### config.mk
export PLATFORM = sky130hd
export DESIGN_NAME = cache_read_port_16
export DESIGN_NICKNAME = d
export VERILOG_FILES = /design/src/rtl/cache_pkg.sv /design/src/rtl/cache_entry_16.sv /design/src/rtl/cache_read_port_16.sv
export SDC_FILE = /design/constraint.sdc
export NUM_CORES = 1
export LEC_CHECK = 0
export CAP_MARGIN = 0
export CELL_PAD_IN_SITES_DETAIL_PLACEMENT = 1
export CELL_PAD_IN_SITES_GLOBAL_PLACEMENT = 1
export CORE_MARGIN = 5
export CORE_UTILIZATION = 44
export CTS_CLUSTER_DIAMETER = 80
export CTS_CLUSTER_SIZE = 25
export DETAILED_ROUTE_END_ITERATION = 7
export GPL_TIMING_DRIVEN = 0
export PLACE_DENSITY_LB_ADDON = 0.1
export RECOVER_POWER = 100
export SYNTH_ARGS = -nofsm -noshare
export SYNTH_HDL_FRONTEND = slang
export SYNTH_SLANG_ARGS = --single-unit
export TNS_END_PERCENT = 100
### constraint.sdc
create_clock -name CLK -period 2.1 [get_ports CLK]
set_input_delay 0.315 -clock CLK [delete_from_list [all_inputs] [get_ports CLK]]
set_output_delay 0.315 -clock CLK [all_outputs]
set_load 0.05 [all_outputs]
### src/rtl/cache_pkg.sv
// cache_pkg: shared definitions for the cache read-port slice.
//   CACHE_WIDTH  - data width of one cache entry
//   CACHE_DEPTH  - number of cache entries
//   CACHE_ADDR_W - address width, clog2(CACHE_DEPTH)
//   rd_state_t   - occupancy of the read port's output stage plus skid buffer
package cache_pkg;

  localparam int CACHE_WIDTH  = 16;
  localparam int CACHE_DEPTH  = 8;
  localparam int CACHE_ADDR_W = 3;

  // RD_EMPTY: nothing held; RD_ONE: output stage full;
  // RD_TWO: output stage and skid buffer both full
  typedef enum logic [1:0] {
    RD_EMPTY,
    RD_ONE,
    RD_TWO
  } rd_state_t;

endpackage

### src/rtl/cache_entry_16.sv
// cache_entry_16: one WIDTH-bit storage element of the cache bank.
// Ports:
//   CLK  - clock, rising edge
//   RST  - synchronous active-high reset, clears the entry to 0
//   en   - load enable; q takes d at the next edge when high
//   d    - write data
//   q    - stored value
module cache_entry_16
  import cache_pkg::*;
#(
  parameter int WIDTH = CACHE_WIDTH
) (
  input  logic             CLK,
  input  logic             RST,
  input  logic             en,
  input  logic [WIDTH-1:0] d,
  output logic [WIDTH-1:0] q
);

  always_ff @(posedge CLK) begin
    if (RST) begin
      q <= '0;
    end else if (en) begin
      q <= d;
    end
  end

endmodule

### src/rtl/cache_read_port_16.sv
// cache_read_port_16: bank of DEPTH cache entries with a write port and a
// valid/ready read port. Responses are registered, and a one-entry skid
// buffer absorbs a request accepted while the output is stalled.
// Ports:
//   CLK, RST           - clock and synchronous active-high reset
//   storage_activator  - write enable for entry wr_addr
//   wr_addr, wr_data   - write address and data
//   rd_req_valid       - read request present
//   rd_req_ready       - port can accept a request (depends on state only)
//   rd_addr            - read address, sampled on acceptance
//   rd_resp_valid      - response available
//   rd_resp_ready      - consumer takes the response this cycle
//   rd_resp_data       - read data, held stable until consumed
//   rd_resp_addr       - address that produced rd_resp_data
module cache_read_port_16
  import cache_pkg::*;
#(
  parameter int WIDTH  = CACHE_WIDTH,
  parameter int DEPTH  = CACHE_DEPTH,
  parameter int ADDR_W = CACHE_ADDR_W
) (
  input  logic              CLK,
  input  logic              RST,
  input  logic              storage_activator,
  input  logic [ADDR_W-1:0] wr_addr,
  input  logic [WIDTH-1:0]  wr_data,
  input  logic              rd_req_valid,
  output logic              rd_req_ready,
  input  logic [ADDR_W-1:0] rd_addr,
  output logic              rd_resp_valid,
  input  logic              rd_resp_ready,
  output logic [WIDTH-1:0]  rd_resp_data,
  output logic [ADDR_W-1:0] rd_resp_addr
);

  logic [WIDTH-1:0] entry_q [DEPTH];

  rd_state_t state, state_next;

  logic [WIDTH-1:0]  skid_data;
  logic [ADDR_W-1:0] skid_addr;
  logic [WIDTH-1:0]  fetch_data;

  logic accept;
  logic consume;
  logic load_out_fetch;
  logic load_out_skid;
  logic load_skid;

  for (genvar i = 0; i < DEPTH; i++) begin : g_entry
    cache_entry_16 #(
      .WIDTH(WIDTH)
    ) u_entry (
      .CLK(CLK),
      .RST(RST),
      .en (storage_activator && (wr_addr == ADDR_W'(i))),
      .d  (wr_data),
      .q  (entry_q[i])
    );
  end

  // Write-first bypass: a same-address write on the accepting edge wins,
  // since the entry register only takes wr_data at that very edge.
  assign fetch_data = (storage_activator && (wr_addr == rd_addr)) ? wr_data
                                                                   : entry_q[rd_addr];

  assign rd_req_ready  = (state != RD_TWO);
  assign rd_resp_valid = (state != RD_EMPTY);
  assign accept        = rd_req_valid && rd_req_ready;
  assign consume       = rd_resp_valid && rd_resp_ready;

  always_ff @(posedge CLK) begin
    if (RST) begin
      state <= RD_EMPTY;
    end else begin
      state <= state_next;
    end
  end

  always_comb begin
    state_next     = state;
    load_out_fetch = 1'b0;
    load_out_skid  = 1'b0;
    load_skid      = 1'b0;
    unique case (state)
      RD_EMPTY: begin
        if (accept) begin
          load_out_fetch = 1'b1;
          state_next     = RD_ONE;
        end
      end
      RD_ONE: begin
        if (accept && consume) begin
          load_out_fetch = 1'b1;
        end else if (accept) begin
          load_skid  = 1'b1;
          state_next = RD_TWO;
        end else if (consume) begin
          state_next = RD_EMPTY;
        end
      end
      RD_TWO: begin
        if (consume) begin
          load_out_skid = 1'b1;
          state_next    = RD_ONE;
        end
      end
      default: state_next = RD_EMPTY;
    endcase
  end

  // Data is snapshotted into these registers at acceptance, so later writes
  // to the source entry cannot disturb a response already in flight.
  always_ff @(posedge CLK) begin
    if (RST) begin
      rd_resp_data <= '0;
      rd_resp_addr <= '0;
      skid_data    <= '0;
      skid_addr    <= '0;
    end else begin
      if (load_out_fetch) begin
        rd_resp_data <= fetch_data;
        rd_resp_addr <= rd_addr;
      end else if (load_out_skid) begin
        rd_resp_data <= skid_data;
        rd_resp_addr <= skid_addr;
      end
      if (load_skid) begin
        skid_data <= fetch_data;
        skid_addr <= rd_addr;
      end
    end
  end

endmodule

Word-level counts from Yosys, hierarchy flattened:

Index checks and enable logic that the tools add are counted.

* register bits: 168
* input port bits: 27
* output and inout port bits: 21
* word-level logic and storage cells: 68

* $lt $le $gt $ge: 1
* equality and inequality tests: 15
* mux-type cells: 21
* bitwise gates (word level): 1
* reduce and logical (&&, ||, !) cells: 17

Operators by type and width (count)
* $mux 16: 5
* $bmux 16 s3: 1
* $eq 3x3->1 const B: 4
* $logic_and 1x1->1: 12
* $mux 2: 5
* $ne 2x2->1 const B: 4
* $eq 3x2->1 const B: 2
* $mux 1: 6
* $mux 3: 2
* $pmux 2 s3: 1
* $ge 4x4->1 const B: 1
* $not 3->4: 1
* $reduce_and 4->1: 1
* $reduce_bool 2->1: 2
* $eq 3x1->1 const B: 1
* $eq 3x3->1: 1
* $logic_not 3->1: 1
* $ne 3x3->1 const B: 1
* $eq 2x1->1 const B: 1
* $eq 2x2->1 const B: 1
* $logic_not 2->1: 1
* $pmux 1 s2: 1

Depth between registers and ports, before layout:

Gate-level depths: netlist of the first run.

* depth in word-level cells: 6
* mapped depth: 7
* depth with buffers taken out: 4

By module:

A second synthesis of the first run with hierarchy kept.

* cells, all modules: 737
* area, all modules: 7626.1 µm²

Modules (own cells, without submodules)
* cache_entry_16: instances 8, cells an instance 52, area each 580.6 µm², sequential area each 320.3 µm²
* cache_read_port_16: instances 1, cells an instance 321, area each 2981.6 µm², sequential area each 800.8 µm²

Worst setup path after synthesis of the first run:

No wires, ideal clock.

* path kind: input port to flip-flop
* start: input rd_addr[0]
* end: register rd_resp_data[15]
* setup time: 133 ps
* arrival time: 1428 ps
* data required time: 1967 ps
* slack: 539 ps
* stages on the path: 5
* buffers on the path: 1
* cell sequence: buf_6 -> mux4_2 -> mux2_2 -> mux2i_1 -> a31oi_1

* cells in the longest elaborated chain, start to end: 6
* elaborated cells on any way between the ends: 8
* those cells by class: eq/ne: 1; mux: 5; bitwise: 1; reduce/logical: 1

Ends and longest elaborated chain
* start, declared: line cache_read_port_16.sv:29 `input logic [ADDR_W-1:0] rd_addr,`
* $not 3->4 (implied by the code): line cache_read_port_16.sv:65 `: entry_q[rd_addr];`
* $bmux 16 s3: line cache_read_port_16.sv:65
* $mux 16 (implied by the code) (2 in a row): line cache_read_port_16.sv:65
* $mux 16 *: line cache_read_port_16.sv:64 `assign fetch_data = (storage_activator && (wr_addr == rd_addr)) ? wr_data`
* $mux 16 *: line cache_read_port_16.sv:121 `if (load_out_fetch) begin`
* end signal, assigned: line cache_read_port_16.sv:122 `rd_resp_data <= fetch_data;`
* end signal, assigned: line cache_read_port_16.sv:125 `rd_resp_data <= skid_data;`
* end, declared: line cache_read_port_16.sv:32 `output logic [WIDTH-1:0] rd_resp_data,`

Every way passes the cells marked *; elsewhere a longest branch is shown, timed or not. The select of a mux whose other input is x is not followed.
A chain may end at the register's enable or synchronous reset.

Worst setup path in the final report of the first run:

* start: input rd_addr[0]
* end: register skid_data[15]

* cells in the longest elaborated chain, start to end: 5
* elaborated cells on any way between the ends: 7
* those cells by class: eq/ne: 1; mux: 4; bitwise: 1; reduce/logical: 1

Ends and longest elaborated chain
* $not 3->4 (implied by the code): line cache_read_port_16.sv:65
* $bmux 16 s3: line cache_read_port_16.sv:65
* $mux 16 (implied by the code) (2 in a row): line cache_read_port_16.sv:65
* $mux 16 *: line cache_read_port_16.sv:64
* end signal, assigned: line cache_read_port_16.sv:129 `skid_data <= fetch_data;`
* end, declared: line cache_read_port_16.sv:40 `logic [WIDTH-1:0] skid_data;`

Marks and branches as above.

==> results of run 1 <==
## final cells by class
cell class                      count  area, sq um  share of cell area, %
Buffer                             82          380                   4.46
Tap cell                          220          275                   3.23
Multi-Input combinational cell    652         3610                   42.3
Clock buffer                       20          447                   5.23
Clock inverter                     12          198                   2.32
Sequential cell                   168         3360                   39.4
Timing Repair Buffer               26          258                   3.02
## registers in the layout, indices dropped and copies added, names as in the netlist
signal	cells
g_entry.u_entry.q	128
rd_resp_addr	3
rd_resp_data	16
skid_addr	3
skid_data	16
state	2
## cells in the final DEF, fill, tap and decap left out, drive strengths merged
cell type        n
a211oi           4
a21o             1
a21oi          144
a221oi          15
a22oi           30
a2bb2oi          2
a311oi          15
a31oi            1
and2             2
and4             1
buf             25
bufinv           5
clkbuf          77
clkdlybuf4s50    4
clkinv           4
clkinvlp         2
dfxtp          168
dlygate4sd2      2
dlygate4sd3     20
inv              1
mux2             1
mux2i           84
mux4             2
nand2          277
nand2b           5
nand3           19
nand3b           1
nand4            2
nor2            32
nor2b            7
nor3             2
o22a             1
or2              1
xnor2            3
## critical path: stages
cell and delay, ps:
clkdlybuf4s50_1 550, buf_6 200, mux4_2 520, mux2_2 270
mux2i_1 350, a211oi_1 130
## synth_stat cells
cell type    n  area (sq um)
a211oi_1     4          30.0
buf_2       22           110
a311oi_1    15           131
nand2_1    277          1040
a21oi_1    144           721
nand2b_1     5          31.3
nand4_2      1          12.5
or2_2        1          6.26
mux2i_1     84           841
nand3_1     19          95.1
a31oi_1      1          6.26
and2_1       2          12.5
o22a_1       1          8.76
nor3_2       2          20.0
nor2_2       1          6.26
mux2_2       1          11.3
dfxtp_1    168          3360
a221oi_1    15           131
mux4_2       2          45.0
a21o_1       1          7.51
clkbuf_1    51           191
xnor2_1      3          26.3
a2bb2oi_1    2          17.5
a22oi_1     30           225
buf_4        6          45.0
and4_1       1          8.76
nand3b_1     1          7.51
buf_6        3          33.8
nor2_1      31           116
nor2b_1      7          43.8
nand4_1      1          6.26
## power by group through the flow
stage                     sequential, mW  combinational (mW)  clock [mW]
final                               3.35               0.909        3.48
after CTS                           3.35               0.915        3.49
after floorplan                     3.52               0.482           0
after global placement              3.41               0.884           0
after global routing                3.36               0.968        3.61
after detailed placement            3.42               0.909           0
## cell families after synthesis
logic type                after synthesis  synth area share [%]
xor gates and xnor gates                3                 0.357
muxes                                  87                  12.2
buffers and inverters                  82                  5.17
AOI/OAI and AO/OA                     213                  17.4
DFF                                   168                  45.7
and+or+nand+nor                       349                  19.1
## routing by layer
layer  part of all wire, %  global-route usage (%)  up-vias
met5                     0                       0        -
met3                   3.8                    3.74       37
li1                      -                       -     3185
met4                   2.0                    8.24        0
met1                    45                    34.6     3475
met2                    49                    45.9      166
## metrics by stage
| step | hold slack [ps] | instances | TNS [ps] | area, sq um | setup slack (ps) |
|---|---|---|---|---|---|
| after floorplan | 433 | 902 | 0 | 7350 | 539 |
| after global placement | 441 | 1148 | -16430 | 7890 | -400 |
| after detailed placement | 449 | 1148 | -23530 | 7890 | -409 |
| after CTS | 283 | 1180 | 0 | 8530 | 45.2 |
| after global routing | 311 | 1180 | 0 | 8530 | 3.98 |
| final | 287 | 1180 | 0 | 8530 | 59.8 |
## repair_timing
action | 4_1_cts | 5_1_grt
setup endpoints to repair | 2 | 2
resized for setup | 2 | 2
gates cloned | 0 | 0
## worst min-delay path by stage
stage                                     to  slack, ps  depth (start not counted)                startpoint
floorplan           g_entry[2].u_entry.q[15]        430                          2  g_entry[2].u_entry.q[15]
global placement    g_entry[7].u_entry.q[13]        440                          2  g_entry[7].u_entry.q[13]
detailed placement  g_entry[4].u_entry.q[15]        450                          2  g_entry[4].u_entry.q[15]
CTS                          rd_resp_addr[2]        280                          3                rd_addr[2]
global route                 rd_resp_addr[1]        310                          3                rd_addr[1]
finish                       rd_resp_addr[2]        290                          3                rd_addr[2]
==> out/metrics.csv, run 1 <==
stage,metric,value,unit
grt,grt-ovfl-total,0,
cts,clock_path_buffers,2,
timing,rsz0062_at_grt,false,
pwr,peakVddDrop,652,uV
setup_path,arrival,2330,ps
grt,grt_max_degree,17,
layout,fillers,2013,
route,first_pass_iters,5,
timing,min_period,2040,ps
pwr,seq_power_share,43.3,%
yosys,netlist_area,0.00735,sq mm
floorplan,core_area,0.0165,sq mm
floorplan,dieArea,0.0194,sq mm
route,via_count,6863,
cts,numCtsBuffers,17,
job,maxCapViolCount,0,
yosys,ys_seq_elements,168,
layout,diodes,0,
grt,first_global_vias,7175,
floorplan,die_x,139,um
cts,cts_root_buf,clkbuf_16,
placed_design,place_congestion,0.842,
timing,worst_pin_slew,777,ps
setup_path,reg2reg_slack,240,ps
yosys,synthesis.instances,902,
floorplan,dieHeight,139,um
timing,fmaxAchievable,0.490,GHz
status,outcome,completed,
route,wl,25900,um
timing,drv_slew,0,
grt,grt_pass1_wl,40300,um
timing,finalHoldViolations,0,
layout,layout-drive-gt1-share,7.40,%
grt,gr-usage-all-layers,26.6,%
cts,clk_pin_slew,60,ps
setup_path,start_kind,input pin,
setup_path,cp_data_required_time,2390,ps
layout,fin_nets,974,
setup_path,worstRegToRegCells,5,
cts,cts_tree,yes,
floorplan,pin_count,48,
grt,antenna_found_initial,0,
cts,insertion_delay,430,ps
placed_design,hpwl,18400,um
setup_path,crit_type,in2reg,
pwr,p_int,5.70,mW
hold_path,hold_class,in2reg,
yosys,ys_warn_count,0,
route,wire_per_inst,22.0,um
timing,slew_headroom,48.2,%
timing,min_period_over_period,97.2,%
setup_path,rr_endpoint,rd_resp_data[10],
pwr,power,7.73,mW
cts,cts_hold_buf,0,
cts,htree_levels,4,
cts,cts_setup_buffers,0,
yosys,ys_types,31,
yosys,syn_avg_cell_area,8.15,sq um
setup_path,crit_end,skid_data[15],
placed_design,portBuffers,26,
pwr,clkPwrFrac,45.0,%
floorplan,row_count,47,
pwr,switchingPower,2.03,mW
floorplan,start_util,44.7,%
pwr,switching_share,26.3,%
setup_path,cp_max_fo,10,
cts,clkSinkCount,168,
pwr,powerDensity,906,mW/mm^2
route,antenna_left,0,
setup_path,end_kind,flop,
timing,setup_violations,0,
timing,skew,9.04,ps
pwr,p_leak,3.16,nW
route,first_iter_violations,478,
layout,area_delta_synth_final,16.1,%
setup_path,crit_start,rd_addr[0],
layout,utilization,51.8,%
setup_path,r2r-start,state[1],
route,drc,0,
yosys,ys_seq_area_share,45.7,%
route,viasPerCell,5.82,
pwr,p_comb_share,11.8,%
yosys,syn_nets,929,
Note: power is estimated with default switching activity, not from simulation.
==> run 2, diff against run 1 <==
- CELL_PAD_IN_SITES_DETAIL_PLACEMENT: 1 -> default
- CELL_PAD_IN_SITES_GLOBAL_PLACEMENT: 1 -> default
- CORE_UTILIZATION: 44 -> 59
- PLACE_DENSITY: default -> 0.8
- PLACE_DENSITY_LB_ADDON: 0.1 -> default
==> run 2 against run 1 <==
Effect of this change: final area fell by 1.6%; register-to-register slack barely moved; clock skew fell by 2.3 ps; global-route usage fell by 0.22 points; maximum frequency rose by 3.1%; first-iteration DRC count rose by 38%; count of clock-buffer cells in the layout rose by 1; critical endpoint unchanged.
==> out/metrics.csv, run 2 (synthesis gave the netlist of run 1 again) <==
stage,metric,value,unit
status,outcome,completed,
floorplan,row_count,40,
layout,final_cell_mix,"nand2_1, dfxtp_1, a21oi_1",
cts,cts_setup_buffers,0,
placed_design,portBuffers,26,
layout,fin_cells,1128,
floorplan,dieArea,0.0148,sq mm
grt,antenna_found_initial,0,
route,antenna_left,0,
timing,worst_pin_slew,735,ps
cts,postCtsResizedCells,2,
route,drc,0,
cts,cts_hold_buf,0,
timing,drv_slew,0,
cts,cts_tree,yes,
setup_path,path_buf_inv,2,
setup_path,critical_path_depth,6,
cts,clkSinkCount,168,
grt,use_met3,5.52,%
pwr,p_leak,3.12,nW
grt,gr-usage-all-layers,26.4,%
cts,cts_root_buf,clkbuf_16,
grt,grt-ovfl-total,0,
timing,fmaxAchievable,0.506,GHz
hold_path,hold_class,in2reg,
job,maxCapViolCount,0,
timing,finalHoldViolations,0,
timing,min_period,1980,ps
floorplan,pin_count,48,
timing,setup_ws,122,ps
timing,slew_headroom,50.6,%
cts,numCtsBuffers,17,
layout,fillers,1001,
placed_design,place_area,0.00782,sq mm
layout,regMostFlops,g_entry.u_entry.q,
layout,area_delta_synth_final,14.3,%
pwr,peakVddDrop,571,uV
floorplan,start_util,60.7,%
grt,first_global_vias,6143,
layout,top_regs,"g_entry.u_entry.q: 128 flops, rd_resp_data: 16 flops, skid_data: 16 flops",
placed_design,place_congestion,0.887,
setup_path,crit_path_cell_trace,clkdlybuf4s50_1 -> buf_6 -> mux4_2 -> mux2_2 -> mux2i_1 -> a211oi_1,
timing,skew,6.77,ps
grt,gr-usage-met2,43.6,%
floorplan,core_area,0.0121,sq mm
setup_path,cp_max_fo,10,
floorplan,dieHeight,122,um
setup_path,worstRegToRegCells,6,
pwr,power,7.31,mW
layout,layout-drive-gt1-share,6.88,%
route,via_count,6473,
cts,clk_pin_slew,70,ps
timing,rsz0062_at_grt,false,
layout,fin_nets,974,
setup_path,start_kind,input pin,
setup_path,cpPeakStageDelay,520,ps
placed_design,dp_cells,1096,
layout,stdcell_area,0.00840,sq mm
setup_path,cp_data_required_time,2390,ps
pwr,powerDensity,870,mW/mm^2
layout,utilization,69.4,%
cts,htree_levels,4,
layout,diodes,0,
setup_path,end_kind,flop,
timing,setup_violations,0,
route,wire_per_inst,16.8,um
timing,tns,0,ps
grt,grt_use_met1,34.2,%
cts,clock_path_buffers,2,
grt,grt.busiest_layer,met2,
layout,largest_reg_flops,128,
route,viasPerCell,5.74,
setup_path,arrival,2260,ps
grt,grt_pass1_wl,30900,um
setup_path,crit_type,in2reg,
hold_path,hold_depth,3,
setup_path,critPathTopFamily,multiplexers,
layout,final_common_cell,nand2_1,
timing,min_period_over_period,94.2,%
timing,fin_worst_hold_slack,280,ps
placed_design,hpwl,13800,um
route,wl,19000,um
floorplan,die_x,122,um
route,first_iter_violations,658,
placed_design,dpl_worst_slack,-280,ps
grt,grt_max_degree,17,
setup_path,cp_slowest_cell,clkdlybuf4s50_1,
route,first_pass_iters,7,
cts,insertion_delay,430,ps
run 2: cell types whose count changed in the layout (fill, tap and decap cells not counted), moves of 2 or more:
cell | before | now
clkbuf_8 | 1 | 3
clkinv_4 | 1 | 4
buf_2 | 17 | 13
nor2_2 | 3 | 1
nor2_1 | 29 | 31
clkbuf_1 | 53 | 55
bufinv_16 | 5 | 2
clkbuf_2 | 5 | 7
run 2: final cells by class:
type	instances	area (sq um)	share of cell area, %
repair buffers	26	258	3.07
flip-flops and latches	168	3360	40.0
multi-input cells	652	3600	42.9
well taps	168	210	2.50
clock buffers	21	470	5.60
clock inverters	11	123	1.46
plain buffers	82	374	4.45
run 2: worst register-to-register path, delay by kind of cell, from the launching register on:
kind	cells	cell delay (ps)
AND/OR/NAND/NOR	3	670
buffers and inverters	2	500
flip-flops	1	350
AO/OA/AOI/OAI	1	250
run 2: path summary, 6_finish.rpt:
path	slack [ps]	startpoint	endpoint
max	120	rd_addr[0]	skid_data[15]
min	280	rd_addr[2]	rd_resp_addr[2]
max reg2reg	230	state[1]	skid_data[15]
min reg2reg	450	g_entry[2].u_entry.q[3]	g_entry[2].u_entry.q[3]
run 2: per-layer routing:
layer / routed length (um) / part of all wire [%]
met3: 1150 / 6.0
met1: 8510 / 45
met4: 364 / 1.9
met5: 0 / 0
met2: 8970 / 47
run 2: power by group:
group | switching (mW) | leakage, nW | total, mW | internal (mW)
Sequential | 0.0533 | 1.36 | 3.34 | 3.29
Combinational | 0.568 | 1.47 | 0.838 | 0.270
Clock | 1.29 | 0.293 | 3.13 | 1.84
